**src/rtl/cpu_trace_emitter.sv**
```systemverilog
// Serializes one CPU write-back event into an ASCII trace line, one byte per beat.
// Formats: "^<time>@<pc>: $<grf> <= <data>#" and "^<time>@<pc>: *<addr> <= <data>#".
//   state   | meaning
//   IDLE    | waiting for start
//   CARET   | '^'
//   TIME    | decimal time, no leading zeros
//   AT      | '@'
//   PC      | 8 hex digits of pc
//   COLON   | ':'
//   SP1     | ' '
//   MARK    | '$' register / '*' memory
//   OPER    | grf decimal or addr as 8 hex digits
//   SP2     | ' '
//   LT      | '<'
//   EQ      | '='
//   SP3     | ' '
//   DATA    | 8 hex digits of data
//   HASH    | '#', line terminator
module cpu_trace_emitter #(
   parameter int TIME_W   = 14,
   parameter int MAX_TIME = 9999
) (
   input  logic              clk,
   input  logic              reset,
   input  logic              start,
   input  logic              kind,
   input  logic [TIME_W-1:0] time_in,
   input  logic [31:0]       pc,
   input  logic [4:0]        grf,
   input  logic [31:0]       addr,
   input  logic [31:0]       data,
   output logic [7:0]        char,
   output logic              char_valid,
   input  logic              char_ready,
   output logic              busy,
   output logic              done,
   output logic              err
);

   typedef enum logic [3:0] {
      S_IDLE, S_CARET, S_TIME, S_AT, S_PC, S_COLON, S_SP1, S_MARK,
      S_OPER, S_SP2, S_LT, S_EQ, S_SP3, S_DATA, S_HASH
   } state_t;

   state_t      state_q, state_d;
   logic [2:0]  cnt_q, cnt_d;
   logic        kind_q, kind_d;
   logic [31:0] pc_q, pc_d;
   logic [31:0] addr_q, addr_d;
   logic [31:0] data_q, data_d;
   logic [15:0] tdig_q, tdig_d;
   logic [1:0]  tlen_q, tlen_d;
   logic [7:0]  gdig_q, gdig_d;
   logic        glen_q, glen_d;
   logic        done_q, done_d;
   logic        err_q, err_d;
   logic        beat;
   logic [31:0] t_ext;
   logic [31:0] g_ext;

   function automatic logic [7:0] hex_char(input logic [3:0] n);
      return (n < 4'd10) ? (8'h30 + {4'h0, n}) : (8'h57 + {4'h0, n});
   endfunction

   assign char_valid = (state_q != S_IDLE);
   assign busy       = (state_q != S_IDLE);
   assign done       = done_q;
   assign err        = err_q;
   assign beat       = char_valid & char_ready;
   assign t_ext      = 32'(time_in);
   assign g_ext      = 32'(grf);

   always_comb begin
      state_d = state_q;
      cnt_d   = cnt_q;
      kind_d  = kind_q;
      pc_d    = pc_q;
      addr_d  = addr_q;
      data_d  = data_q;
      tdig_d  = tdig_q;
      tlen_d  = tlen_q;
      gdig_d  = gdig_q;
      glen_d  = glen_q;
      done_d  = 1'b0;
      err_d   = 1'b0;
      char    = 8'h00;
      case (state_q)
         S_IDLE: begin
            if (start) begin
               if (t_ext > 32'(MAX_TIME)) begin
                  err_d = 1'b1;
               end else begin
                  kind_d  = kind;
                  pc_d    = pc;
                  addr_d  = addr;
                  data_d  = data;
                  // digits stored msd..lsd; length kept as (digit count - 1)
                  tdig_d  = {4'((t_ext / 1000) % 10), 4'((t_ext / 100) % 10),
                             4'((t_ext / 10) % 10), 4'(t_ext % 10)};
                  tlen_d  = (t_ext >= 1000) ? 2'd3 : (t_ext >= 100) ? 2'd2 :
                            (t_ext >= 10) ? 2'd1 : 2'd0;
                  gdig_d  = {4'(g_ext / 10), 4'(g_ext % 10)};
                  glen_d  = (g_ext >= 10);
                  state_d = S_CARET;
               end
            end
         end
         S_CARET: begin
            char = "^";
            if (beat) begin
               state_d = S_TIME;
               cnt_d   = {1'b0, tlen_q};
            end
         end
         S_TIME: begin
            char = hex_char(tdig_q[{cnt_q[1:0], 2'b00} +: 4]);
            if (beat) begin
               if (cnt_q == 3'd0) state_d = S_AT;
               else cnt_d = cnt_q - 3'd1;
            end
         end
         S_AT: begin
            char = "@";
            if (beat) begin
               state_d = S_PC;
               cnt_d   = 3'd7;
            end
         end
         S_PC: begin
            char = hex_char(pc_q[{cnt_q, 2'b00} +: 4]);
            if (beat) begin
               if (cnt_q == 3'd0) state_d = S_COLON;
               else cnt_d = cnt_q - 3'd1;
            end
         end
         S_COLON: begin
            char = ":";
            if (beat) state_d = S_SP1;
         end
         S_SP1: begin
            char = " ";
            if (beat) state_d = S_MARK;
         end
         S_MARK: begin
            char = kind_q ? "*" : "$";
            if (beat) begin
               state_d = S_OPER;
               cnt_d   = kind_q ? 3'd7 : {2'b00, glen_q};
            end
         end
         S_OPER: begin
            char = kind_q ? hex_char(addr_q[{cnt_q, 2'b00} +: 4])
                          : hex_char(gdig_q[{cnt_q[0], 2'b00} +: 4]);
            if (beat) begin
               if (cnt_q == 3'd0) state_d = S_SP2;
               else cnt_d = cnt_q - 3'd1;
            end
         end
         S_SP2: begin
            char = " ";
            if (beat) state_d = S_LT;
         end
         S_LT: begin
            char = "<";
            if (beat) state_d = S_EQ;
         end
         S_EQ: begin
            char = "=";
            if (beat) state_d = S_SP3;
         end
         S_SP3: begin
            char = " ";
            if (beat) begin
               state_d = S_DATA;
               cnt_d   = 3'd7;
            end
         end
         S_DATA: begin
            char = hex_char(data_q[{cnt_q, 2'b00} +: 4]);
            if (beat) begin
               if (cnt_q == 3'd0) state_d = S_HASH;
               else cnt_d = cnt_q - 3'd1;
            end
         end
         S_HASH: begin
            char = "#";
            if (beat) begin
               state_d = S_IDLE;
               done_d  = 1'b1;
            end
         end
         default: state_d = S_IDLE;
      endcase
   end

   always_ff @(posedge clk or posedge reset) begin
      if (reset) begin
         state_q <= S_IDLE;
         cnt_q   <= '0;
         kind_q  <= 1'b0;
         pc_q    <= '0;
         addr_q  <= '0;
         data_q  <= '0;
         tdig_q  <= '0;
         tlen_q  <= '0;
         gdig_q  <= '0;
         glen_q  <= 1'b0;
         done_q  <= 1'b0;
         err_q   <= 1'b0;
      end else begin
         state_q <= state_d;
         cnt_q   <= cnt_d;
         kind_q  <= kind_d;
         pc_q    <= pc_d;
         addr_q  <= addr_d;
         data_q  <= data_d;
         tdig_q  <= tdig_d;
         tlen_q  <= tlen_d;
         gdig_q  <= gdig_d;
         glen_q  <= glen_d;
         done_q  <= done_d;
         err_q   <= err_d;
      end
   end

endmodule

```
**config.mk**
```make
export PLATFORM = sky130hd
export DESIGN_NAME = cpu_trace_emitter
export DESIGN_NICKNAME = d
export VERILOG_FILES = /design/src/rtl/cpu_trace_emitter.sv
export SDC_FILE = /design/constraint.sdc
export NUM_CORES = 1
export LEC_CHECK = 0
export ABC_AREA = 1
export BUFFER_PORTS_ARGS = -buffer_cell sky130_fd_sc_hd__buf_2
export CAP_MARGIN = 15
export CORE_MARGIN = 2
export CORE_UTILIZATION = 50
export DETAILED_ROUTE_END_ITERATION = 10
export MAX_ROUTING_LAYER = met4
export PLACE_DENSITY = 0.72
export SLEW_MARGIN = 0
export SYNTH_ARGS = -nofsm -noshare
export SYNTH_HDL_FRONTEND = slang
export SYNTH_SLANG_ARGS = --single-unit
```
**constraint.sdc**
```tcl
create_clock -name clk -period 4 [get_ports clk]
set_input_delay 0.8 -clock clk [delete_from_list [all_inputs] [get_ports clk]]
set_output_delay 0.8 -clock clk [all_outputs]
set_load 0.01 [all_outputs]
```
Word level (Yosys, flattened, before mapping). Index checks and enable logic that the tools add are counted.

Register bits after elaboration: 133. Input bits: 120. Output and inout port bits: 12. Logic and storage cells: 140.

$add $sub $neg: 11. Divide/modulo/power cells: 9. $lt $le $gt $ge: 10. Equal/unequal tests: 37. Shift operators: 5. Mux-type cells: 44. Bitwise gates (word level): 2. Reductions and logical operators: 10.

Operator list (count): 32-bit by 4-bit remainder unit with 32-bit output, second input constant (3); 8-bit one-hot mux with 12 select lines (1); 32-bit by 6-bit variable part select with 4-bit output (3); 4-bit two-way mux (21); 4-bit one-hot mux with 15 select lines (1); 8-bit two-way mux (6); 2-bit inequality test, second input constant (21); 7-bit by 4-bit adder with 8-bit output, first input constant (5); 6-bit by 4-bit adder with 7-bit output, first input constant (5); 14-bit by 10-bit divider with 32-bit output, second input constant (1); 14-bit by 4-bit divider with 32-bit output, second input constant (1); 14-bit by 7-bit divider with 32-bit output, second input constant (1); 5-bit by 4-bit divider with 32-bit output, second input constant (1); 14-bit by 4-bit remainder unit with 32-bit output, second input constant (1); 5-bit by 4-bit remainder unit with 32-bit output, second input constant (1); 4-bit == test, second input constant (7); 4-bit < comparator, second input constant (5); 20-bit AND reduction (1); 3-bit two-way mux (6); 4-bit by 3-bit == test with 1-bit output, second input constant (4); 16-bit by 5-bit variable part select with 4-bit output (1); 14-bit by 10-bit greater-or-equal comparator with 1-bit output, second input constant (1); 14-bit by 4-bit greater-or-equal comparator with 1-bit output, second input constant (1); 14-bit by 7-bit greater-or-equal comparator with 1-bit output, second input constant (1); other kinds (20) (29).

Logic depth before layout (Yosys ltp). Gate-level depths: netlist of the first run.

Word-level depth: 5. Gate-level depth with buffers: 66. Mapped depth without buffers: 64.

Worst setup path after synthesis of the first run. Ideal clock, no wire load.

Path type: in2reg. From: input port time_in[11]. To: register tdig_q[7]. Library setup time: 0.117 ns. Arrival time: 6.551 ns. Required time: 3.883 ns. Setup slack: -2.667 ns. Cell stages on the path: 47. Path buffers: 0. Path through: inv_2 nand2_1 ha_1 o21ai_2 nand2_1 o21ai_1 nand3_1 nand2_2 nand3_4 inv_1 nand3_1 ha_1 o21ai_0 o21ai_0 o21ai_0 xor2_1 inv_1 nand2_1 [... 11 more ...] nand3_1 nand3_1 nor2_1 nand3_2 o21ai_0 nand2_1 nor2_2 inv_2 nand3_2 nand2_1 nand2_1 inv_1 ha_1 xor2_1 nand2_1 o21ai_1 nand2_1 nand2_1.

Word-level cells in the longest chain between the ends: 3. Elaborated cells on any way between the ends: 5. Those cells by class: div: 2; order compare: 1; bitwise: 1; reduce/logical: 1.

Ends and longest elaborated chain: start, declared (line 27) `input logic [TIME_W-1:0] time_in,`; parallel branches: the longest is 3 deep, another holds 14-bit by 4-bit divider with 32-bit output; end signal, assigned (line 217) `tdig_q <= tdig_d;`; end, declared (line 51) `logic [15:0] tdig_q, tdig_d;`.

Parallel ways; which one is timed is not known. A chain may end at the register's enable or synchronous reset.

Worst setup path after layout of the first run.
From: input port time_in[11]. To: register tdig_q[2].

Word-level cells in the longest chain between the ends: 3. Elaborated cells on any way between the ends: 4. Those cells by class: div: 1; order compare: 1; bitwise: 1; reduce/logical: 1.

Ends and longest elaborated chain: parallel branches: the longest is 3 deep, another holds 14-bit by 4-bit remainder unit with 32-bit output.

Parallel ways; which one is timed is not known.

==> results of run 1 <==
[layout by cell type (no fill, tap or decap), drive strengths merged, types with 3 or more instances in the layout]
cell / count
clkinvlp: 7
dfrtp: 131
xor2: 35
nand2: 784
clkbuf: 21
o2111ai: 4
clkinv: 11
a22oi: 4
a31oi: 3
o21ai: 167
nand3b: 7
o211ai: 16
nor2: 209
nand3: 176
nor3: 13
ha: 21
buf: 600
o21bai: 9
nand4: 40
o22ai: 14
o21a: 4
inv: 270
a21oi: 58
nor4: 5
or2: 10
xnor2: 13
o221ai: 4
[power by group through the flow]
stage                     combinational (mW)  sequential (mW)  clock [mW]
final                                   11.0             2.34        1.56
after global routing                    12.1             2.41        1.63
after CTS                               9.88             2.32        1.57
after detailed placement                9.21             2.33           0
after global placement                  8.95             2.30           0
after floorplan                         5.93             2.21           0
[final cells by class]
| cell class | count | area [um^2] | share of cell area [%] |
|---|---|---|---|
| multi-input cells | 1616 | 9390 | 48.8 |
| repair buffers | 602 | 4440 | 23.1 |
| flip-flops and latches | 131 | 3280 | 17.1 |
| inverters | 277 | 1110 | 5.76 |
| clock buffers | 19 | 433 | 2.25 |
| well taps | 330 | 413 | 2.15 |
| clock inverters | 13 | 150 | 0.781 |
| diodes | 2 | 5.00 | 0.0260 |
[sequential cells by signal (all words and copies together) (netlist names), 2 cells and up]
register / cells
addr_q: 32
data_q: 32
tdig_q: 16
cnt_q: 3
tlen_q: 2
pc_q: 32
gdig_q: 6
state_q: 4
[metal layers]
layer	wire (um)	up-vias	share of wire, %	GRT usage, %
met1	17200	7606	37	34.5
li1	-	7818	-	-
met2	23700	710	51	58.2
met4	2760	0	6.0	14.5
met5	0	-	0	-
met3	2660	261	5.7	3.61
[worst max-delay path by stage]
| stage | from | endpoint | slack [ps] | cells past startpoint |
|---|---|---|---|---|
| floorplan | time_in[11] | tdig_q[1] | -2390 | 53 |
| global placement | time_in[12] | tdig_q[3] | -2950 | 56 |
| finish | time_in[11] | tdig_q[2] | -2930 | 60 |
| detailed placement | time_in[12] | tdig_q[2] | -3250 | 55 |
| global route | time_in[11] | tdig_q[7] | -3340 | 53 |
| CTS | time_in[12] | tdig_q[2] | -2630 | 57 |
[kinds of logic (layout without fill, tap and decap cells)]
logic type,after synthesis,count (layout),synth area share (%)
other cells,1,3,0.0296
flops,131,131,25.8
buf+inv,348,911,11.1
simple gates,1246,1247,44.0
xor+xnor,48,48,3.31
compound gates,299,299,13.7
fa+ha+maj,21,21,2.07
[timing repair]
item                                    4_1_cts  5_1_grt
hold buffers                                  0        0
cloned                                        1        2
endpoints found under the setup margin       18       18
resized for setup                           141      205
pin swaps                                   119      130
setup buffers                                77       42
[worst reg2reg max path, delay by kind of cell (launching register included)]
family | cells | cell delay [ps]
simple gates | 6 | 1170
compound gates | 3 | 470
flops | 1 | 440
buf+inv | 3 | 390
==> results.json, run 1 <==
{
  "synth_area_leader_cell": "dfrtp_1",
  "final_net_count": 2786,
  "cts_tree": "built",
  "hp-start": "data_q[26]",
  "grt_pass1_vias": 15400,
  "coreArea_um2": 25000,
  "fin_ws_ps": -2930,
  "cp_data_required_time_ps": 4310,
  "cpMaxStageDelayCell": "buf_4",
  "crit_fanout": 8,
  "holdPathStages": 2,
  "p_per_area_nw_per_um2": 774,
  "pwr-share-comb_pct": 73.7,
  "post-route-period-util_pct": 173,
  "status": "complete, but fails checks",
  "stdcell_count": 2990,
  "start_util_pct": 50.7,
  "vias": 16400,
  "grt_overflow": 0,
  "antenna_found_initial": 2,
  "ys_seq_area_share_pct": 25.8,
  "finalInstanceArea_um2": 19200,
  "firstDrtPassIters": 8,
  "gp_congestion": 0.905,
  "finish.utilization_pct": 76.8,
  "r2r-start": "state_q[1]",
  "grt_pass1_wl_um": 68500,
  "dieArea_um2": 26700,
  "drive_gt1_share_pct": 39.2,
  "num_rows": 58,
  "max_stage_delay_ps": 190,
  "cts_num_sinks": 131,
  "synth_cell_types": 61,
  "root_buffer": "clkbuf_16",
  "syn_to_final_growth_pct": 51.5,
  "grt_use_total_pct": 31.8,
  "reg2reg_slack_ps": 1430,
  "port_buffers": 130,
  "netSwitchingFraction_pct": 48.8,
  "synthCells": 2094,
  "internal_power_mw": 7.61,
  "chipWidth_um": 163,
  "crit_family": "simple AND/OR/NAND/NOR gates",
  "pwr-share-seq_pct": 15.8,
  "hold_path.class": "register to register",
  "synthTopCellsByCount": "nand2_1, inv_1, nor2_1",
  "whs_ps": 467,
  "failed_checks": "setup timing",
  "tightest_slew_ps": 737,
  "cap_violations": 0,
  "cts_buffers": 17,
  "yosysMostFrequentCell": "nand2_1",
  "clk_latency_ps": 420,
  "leakage_nw": 10.3,
  "hold_path_end": "data_q[26]",
  "ys_warn_count": 0,
  "postSynthNetCount": 2235,
  "drt_iter0_drc": 1382,
  "wl_per_cell_um": 15.5,
  "grt_max_degree": 141,
  "hpwlAfterDp_um": 29300,
  "arrival_ps": 7240,
  "drc": 0,
  "crit_path_end_kind": "register",
  "htree_levels": 4,
  "top_level_ports": 132,
  "total_power_mw": 14.9,
  "synthTopCellsByArea": "dfrtp_1, nand2_1, inv_1",
  "synth-main-ff-cell": "dfrtp_1",
  "relSlewSlack_pct": 50.8,
  "netlist_area_um2": 12700,
  "synth_top_cell_area_share_pct": 25.8,
  "p_clk_share_pct": 10.5,
  "finClkSkew_ps": 14.2,
  "power_switching_mw": 7.26,
  "place_area_um2": 16500,
  "antenna_left": 0,
  "vias_per_cell": 5.48,
  "clkTransAtPathRegs_ps": 60,
  "synth_seq_cells": 131,
  "fin_setup_tns_ps": -32720,
  "final_hold_viol_count": 0,
  "reg2reg_to": "cnt_q[0]",
  "async_flop_share_pct": 100,
  "wirelength_um": 46400,
  "period_needed_ps": 6930,
  "synth_edf_count": 0,
  "finalMaxSlewViolations": 0,
  "cts.path.max_buffers": 2,
  "setup_viol": 15,
  "cp-start-kind": "input port",
  "path_class": "input port to register",
  "path_buf_inv": 16,
  "fillers": 1734,
  "reg2reg_depth": 12,
  "grt_setup_unrepaired": "yes",
  "die_h_um": 163,
  "max_freq_ghz": 0.144,
  "dp_slack_ps": -3250,
  "syn_avg_cell_area_um2": 6.06,
  "irDropWorstVdd_mv": 0.488,
  "dp_cells": 2835
}
Power figures use the tool's default switching activity.
==> run 2, diff against run 1 <==
--- a/config.mk
+++ b/config.mk
@@ -10,9 +10,11 @@
 export CAP_MARGIN = 15
 export CORE_MARGIN = 2
 export CORE_UTILIZATION = 50
+export CTS_CLUSTER_SIZE = 28
 export DETAILED_ROUTE_END_ITERATION = 10
 export MAX_ROUTING_LAYER = met4
 export PLACE_DENSITY = 0.72
+export SKIP_LAST_GASP = 1
 export SLEW_MARGIN = 0
 export SYNTH_ARGS = -nofsm -noshare
 export SYNTH_HDL_FRONTEND = slang
==> run 2 against run 1 <==
  * The flow still finishes with violations (setup timing)
  * Combinational power barely moved
  * Worst hold slack barely moved
  * Sequential power barely moved
  * Critical path depth fell by 8
  * Highest routed layer unchanged
  * Final cell count did not move
==> results.json, run 2 (synthesis gave the netlist of run 1 again) <==
{
  "status": "complete, but fails checks",
  "failed_checks": "setup timing",
  "vias": 16500,
  "finalInstanceArea_um2": 19200,
  "firstDrtPassIters": 6,
  "gr-usage-met1_pct": 34.5,
  "use_met2_pct": 58.2,
  "whs_ps": 467,
  "wirelength_um": 46600,
  "root_buffer": "clkbuf_16",
  "drt_iter0_drc": 1488,
  "cts_tree": "built",
  "cp-start-kind": "input port",
  "cpMaxStageDelayCell": "o21ai_4",
  "crit_fanout": 7,
  "drive_gt1_share_pct": 38.9,
  "htree_levels": 4,
  "p_clk_share_pct": 10.5,
  "cp_data_required_time_ps": 4310,
  "ctsHoldBuffers": 0,
  "period_needed_ps": 6960,
  "final_hold_viol_count": 0,
  "reg2reg_to": "cnt_q[0]",
  "max_stage_delay_ps": 240,
  "final_net_count": 2786,
  "fin_ws_ps": -2960,
  "irDropWorstVdd_mv": 0.487,
  "most-common-layout-cells": "nand2_1, buf_4, inv_1",
  "clk_latency_ps": 420,
  "drc": 0,
  "dieArea_um2": 26700,
  "leakage_nw": 10.2,
  "place_area_um2": 16500,
  "hold_path.class": "register to register",
  "fin_setup_tns_ps": -32200,
  "tightest_slew_ps": 739,
  "reg2reg_depth": 12,
  "grt_pass1_wl_um": 68500,
  "fillers": 1740,
  "grt_setup_unrepaired": "yes",
  "cts_num_sinks": 131,
  "dp_slack_ps": -3250,
  "power_switching_mw": 7.28,
  "grt_pass1_vias": 15400,
  "finClkSkew_ps": 13.7,
  "grt_overflow": 0,
  "chipWidth_um": 163,
  "vias_per_cell": 5.51,
  "port_buffers": 130,
  "wl_per_cell_um": 15.6,
  "top_level_ports": 132,
  "post-route-period-util_pct": 174,
  "gp_congestion": 0.905,
  "top_regs": "addr_q (32), data_q (32), pc_q (32)",
  "p_per_area_nw_per_um2": 775,
  "finish.utilization_pct": 76.7,
  "arrival_ps": 7270,
  "holdPathStages": 2,
  "pwr-share-seq_pct": 15.7,
  "crit_path_end_kind": "register",
  "cap_violations": 0,
  "r2r-start": "state_q[1]",
  "grt_use_total_pct": 31.8,
  "hpwlAfterDp_um": 29300,
  "busiest_layer": "met2",
  "antenna_found_initial": 2,
  "use_met3_pct": 3.61,
  "die_h_um": 163,
  "total_power_mw": 14.9,
  "hold_path_end": "data_q[26]",
  "num_rows": 58,
  "finalMaxSlewViolations": 0,
  "setup_viol": 15,
  "cts.path.max_buffers": 2,
  "internal_power_mw": 7.60,
  "path_common_cell": "nand2_1",
  "stdcell_count": 2990,
  "max_freq_ghz": 0.144,
  "cts_buffers": 17,
  "clkTransAtPathRegs_ps": 60,
  "syn_to_final_growth_pct": 51.4,
  "reg2reg_slack_ps": 1430,
  "netSwitchingFraction_pct": 48.9,
  "path_class": "input port to register",
  "pwr-share-comb_pct": 73.7,
  "coreArea_um2": 25000,
  "start_util_pct": 50.7,
  "final_common_cell": "nand2_1",
  "antenna_left": 0,
  "relSlewSlack_pct": 50.6,
  "dp_cells": 2835,
  "hp-start": "data_q[26]",
  "grt_max_degree": 141
}
==> run 2: cell count changes in the layout (fill, tap and decap cells not counted) <==
| cell | previous run | this run |
|---|---|---|
| a21oi_1 | 46 | 47 |
| a21oi_2 | 8 | 7 |
| buf_4 | 439 | 440 |
| buf_8 | 4 | 3 |
| inv_1 | 211 | 213 |
| inv_2 | 49 | 47 |
| nand2_1 | 649 | 650 |
| nand2_2 | 84 | 83 |
| nand3_1 | 109 | 111 |
| nand3_2 | 47 | 45 |
==> run 2: repair_timing <==
item	CTS	global route
endpoints found under the setup margin	18	18
cloned	1	2
pin swaps	119	130
gates resized for setup	141	197
buffers inserted	77	42
==> run 2: area by class of cell <==
cell class / instances / area (um^2) / share of cell area, %
diodes: 2 / 5.00 / 0.0261
inverters: 277 / 1110 / 5.76
flip-flops and latches: 131 / 3280 / 17.1
clock inverters: 13 / 150 / 0.782
clock buffers: 19 / 433 / 2.26
repair buffers: 602 / 4440 / 23.1
multi-input cells: 1616 / 9370 / 48.8
well taps: 330 / 413 / 2.15
==> run 2: how the worst max path moves through the flow <==
stage          slack (ps)        end   startpoint  depth (start not counted)
6_report            -2960  tdig_q[7]  time_in[11]                         52
4_1_cts             -2630  tdig_q[2]  time_in[12]                         57
3_5_place_dp        -3250  tdig_q[2]  time_in[12]                         55
2_1_floorplan       -2390  tdig_q[1]  time_in[11]                         53
5_1_grt             -3390  tdig_q[7]  time_in[11]                         53
3_3_place_gp        -2950  tdig_q[3]  time_in[12]                         56
==> run 2: worst max-delay path, delay by kind of cell <==
kind | cells | cell delay, ps
simple gates | 34 | 3880
fa+ha+maj | 1 | 230
compound gates | 7 | 1050
buf+inv | 10 | 1290
==> run 2: routing by layer <==
metal  vias to the layer above  wire, um  share of wire [%]
met1                      7628     17100                 37
met5                         -         0                  0
li1                       7808         -                  -
met3                       288      2730                5.8
met4                         0      2880                6.2
met2                       748     23900                 51
==> run 2: power groups by stage <==
| stage | Combinational (mW) | Sequential [mW] | Clock [mW] |
|---|---|---|---|
| 3_5_place_dp | 9.21 | 2.33 | 0 |
| 2_1_floorplan | 5.93 | 2.21 | 0 |
| 3_3_place_gp | 8.95 | 2.30 | 0 |
| 5_1_grt | 12.1 | 2.41 | 1.63 |
| 4_1_cts | 9.88 | 2.32 | 1.57 |
| 6_report | 11.0 | 2.34 | 1.57 |
==> run 3, diff against run 2 <==
--- a/config.mk
+++ b/config.mk
@@ -5,7 +5,7 @@
 export SDC_FILE = /design/constraint.sdc
 export NUM_CORES = 1
 export LEC_CHECK = 0
-export ABC_AREA = 1
+export ABC_AREA = 0
 export BUFFER_PORTS_ARGS = -buffer_cell sky130_fd_sc_hd__buf_2
 export CAP_MARGIN = 15
 export CORE_MARGIN = 2
==> run 3 against run 2 <==
  * The run still ends with setup timing left
  * Count of clock-buffer cells in the layout down 2
  * Worst hold slack worse by 140 ps
  * Synthesized area up 2.7%
  * Sequential cell count unchanged
  * Wire length up 3.5%
  * Largest cell class unchanged
==> results.json, run 3 <==
{
  "status": "complete, but fails checks",
  "failed_checks": "setup timing",
  "yosysMostFrequentCell": "nand2_1",
  "cpMaxStageDelayCell": "or4_4",
  "p_per_area_nw_per_um2": 668,
  "cts_buffers": 17,
  "syn_to_final_growth_pct": 48.0,
  "cp-start-kind": "input port",
  "wirelength_um": 48300,
  "final_net_count": 2426,
  "grt_overflow": 0,
  "vias": 16000,
  "synth_area_leader_cell": "dfrtp_1",
  "htree_levels": 4,
  "port_buffers": 130,
  "synth_cell_types": 107,
  "chipWidth_um": 165,
  "synth_seq_cells": 131,
  "cap_violations": 0,
  "irDropWorstVdd_mv": 0.519,
  "finalMaxSlewViolations": 0,
  "cts_tree": "built",
  "cts.path.max_buffers": 2,
  "setup_viol": 14,
  "die_h_um": 165,
  "top_level_ports": 132,
  "period_needed_ps": 7760,
  "vias_per_cell": 6.08,
  "fin_setup_tns_ps": -36810,
  "synth_edf_count": 0,
  "grt_max_degree": 79,
  "async_flop_share_pct": 100,
  "synth_top_cell_area_share_pct": 25.2,
  "grt_setup_unrepaired": "yes",
  "netlist_area_um2": 13000,
  "cp_data_required_time_ps": 4310,
  "grt_pass1_wl_um": 73900,
  "final_hold_viol_count": 0,
  "synthTopCellsByCount": "nand2_1, nor2_1, dfrtp_1",
  "clk_latency_ps": 430,
  "drt_iter0_drc": 1619,
  "path_class": "input port to register",
  "postSynthNetCount": 1926,
  "finClkSkew_ps": 10.8,
  "relSlewSlack_pct": 52.4,
  "synthTopCellsByArea": "dfrtp_1, nand2_1, o21ai_0",
  "ys_seq_area_share_pct": 25.2,
  "drc": 0,
  "syn_avg_cell_area_um2": 7.30,
  "crit_fanout": 23,
  "whs_ps": 324,
  "hpwlAfterDp_um": 34300,
  "dieArea_um2": 27400,
  "crit_path_end_kind": "register",
  "clkTransAtPathRegs_ps": 70,
  "final_common_cell": "nand2_1",
  "max_freq_ghz": 0.129,
  "most-common-layout-cells": "nand2_1, buf_4, nor2_1",
  "coreArea_um2": 25800,
  "firstDrtPassIters": 6,
  "fin_ws_ps": -3760,
  "cts_num_sinks": 131,
  "gp_congestion": 0.966,
  "finish.utilization_pct": 74.6,
  "top_regs": "addr_q (32), data_q (32), pc_q (32)",
  "max_stage_delay_ps": 570,
  "post-route-period-util_pct": 194,
  "synth-main-ff-cell": "dfrtp_1",
  "num_rows": 59,
  "root_buffer": "clkbuf_16",
  "leakage_nw": 8.76,
  "arrival_ps": 8070,
  "fillers": 1839,
  "ctsHoldBuffers": 0,
  "drive_gt1_share_pct": 38.1,
  "ys_warn_count": 0,
  "stdcell_count": 2635,
  "grt_use_total_pct": 34.3,
  "tightest_slew_ps": 714,
  "synthCells": 1785,
  "antenna_left": 0,
  "grt_pass1_vias": 15000,
  "dp_slack_ps": -4530,
  "wl_per_cell_um": 18.3,
  "start_util_pct": 50.4,
  "antenna_found_initial": 2,
  "path_common_cell": "buf_4",
  "dp_cells": 2530,
  "hold_path.class": "input port to async pin"
}
run 3: changes by cell type after synthesis, sizes merged, moves of 39 or more:
| cell | previous run | this run |
|---|---|---|
| nand2 | 783 | 440 |
| inv | 267 | 33 |
| nand3 | 176 | 35 |
| nor2 | 209 | 148 |
| a21oi | 58 | 102 |
| xnor2 | 13 | 54 |
| clkbuf | 48 | 87 |
run 3: cell type report:
cell class | count | area (um^2) | area share [%]
Timing Repair Buffer | 599 | 4520 | 23.4
Sequential cell | 131 | 3280 | 17.0
Inverter | 39 | 165 | 0.857
Clock buffer | 17 | 425 | 2.21
Antenna cell | 2 | 5.00 | 0.0260
Tap cell | 335 | 419 | 2.17
Clock inverter | 15 | 160 | 0.831
Multi-Input combinational cell | 1497 | 10300 | 53.4
run 3: metal layers:
metal	vias to the layer above	global-route usage, %	part of all wire [%]	routed length (um)
met2	717	57.4	49	23600
li1	7494	-	-	-
met1	7696	44.3	42	20200
met4	0	10.7	3.0	1450
met3	117	3.30	6.2	3000
met5	-	-	0	0
run 3: what timing repair did:
| item | in CTS | in global routing |
|---|---|---|
| gates cloned | 2 | 3 |
| pin swaps | 54 | 61 |
| setup endpoints to repair | 17 | 19 |
| setup buffers | 38 | 30 |
| resized for setup | 112 | 109 |
| endpoints found under the hold margin | 0 | 0 |
run 3: path summary, 6_finish.rpt:
kind	startpoint	end	slack (ps)	cells past startpoint
worst max-delay path	time_in[11]	tdig_q[7]	-3760	32
worst min-delay path	reset	err	320	2
worst max register to register	state_q[0]	data_q[21]	1370	6
worst min register to register	addr_q[30]	addr_q[30]	470	2
max in group asynchronous	reset	pc_q[11]	2860	3
min in group clk	addr_q[30]	addr_q[30]	470	2
run 3: cells by family (layout without fill, tap and decap cells):
logic type      count (synthesis)  after routing  share of synthesized area (%)
fa+ha+maj                      29             29                           2.63
buf+inv                       157            670                           4.79
flops                         131            131                           25.2
simple gates                  833            833                           29.0
xor+xnor                       66             66                           4.50
compound gates                510            510                           26.7
mux                            58             58                           7.19
other cells                     1              3                         0.0288
run 3: power by group:
group	total [mW]	switching (mW)	internal, mW
combinational	8.87	4.59	4.28
clock	1.55	0.716	0.836
sequential	2.45	0.525	1.92
run 3: through the flow:
step / power (mW) / cell area, um^2
after detailed placement: 10.0 / 17000
after global routing: 13.7 / 19300
final: 12.9 / 19300
after floorplan: 7.19 / 13600
after global placement: 9.76 / 17000
after CTS: 12.1 / 18500
run 3: critical path: cells and delay by family:
| family | cells | cell delay (ps) |
|---|---|---|
| AO/OA/AOI/OAI | 16 | 3630 |
| AND/OR/NAND/NOR | 8 | 2290 |
| buffers and inverters | 7 | 1160 |
| XOR/XNOR | 1 | 190 |
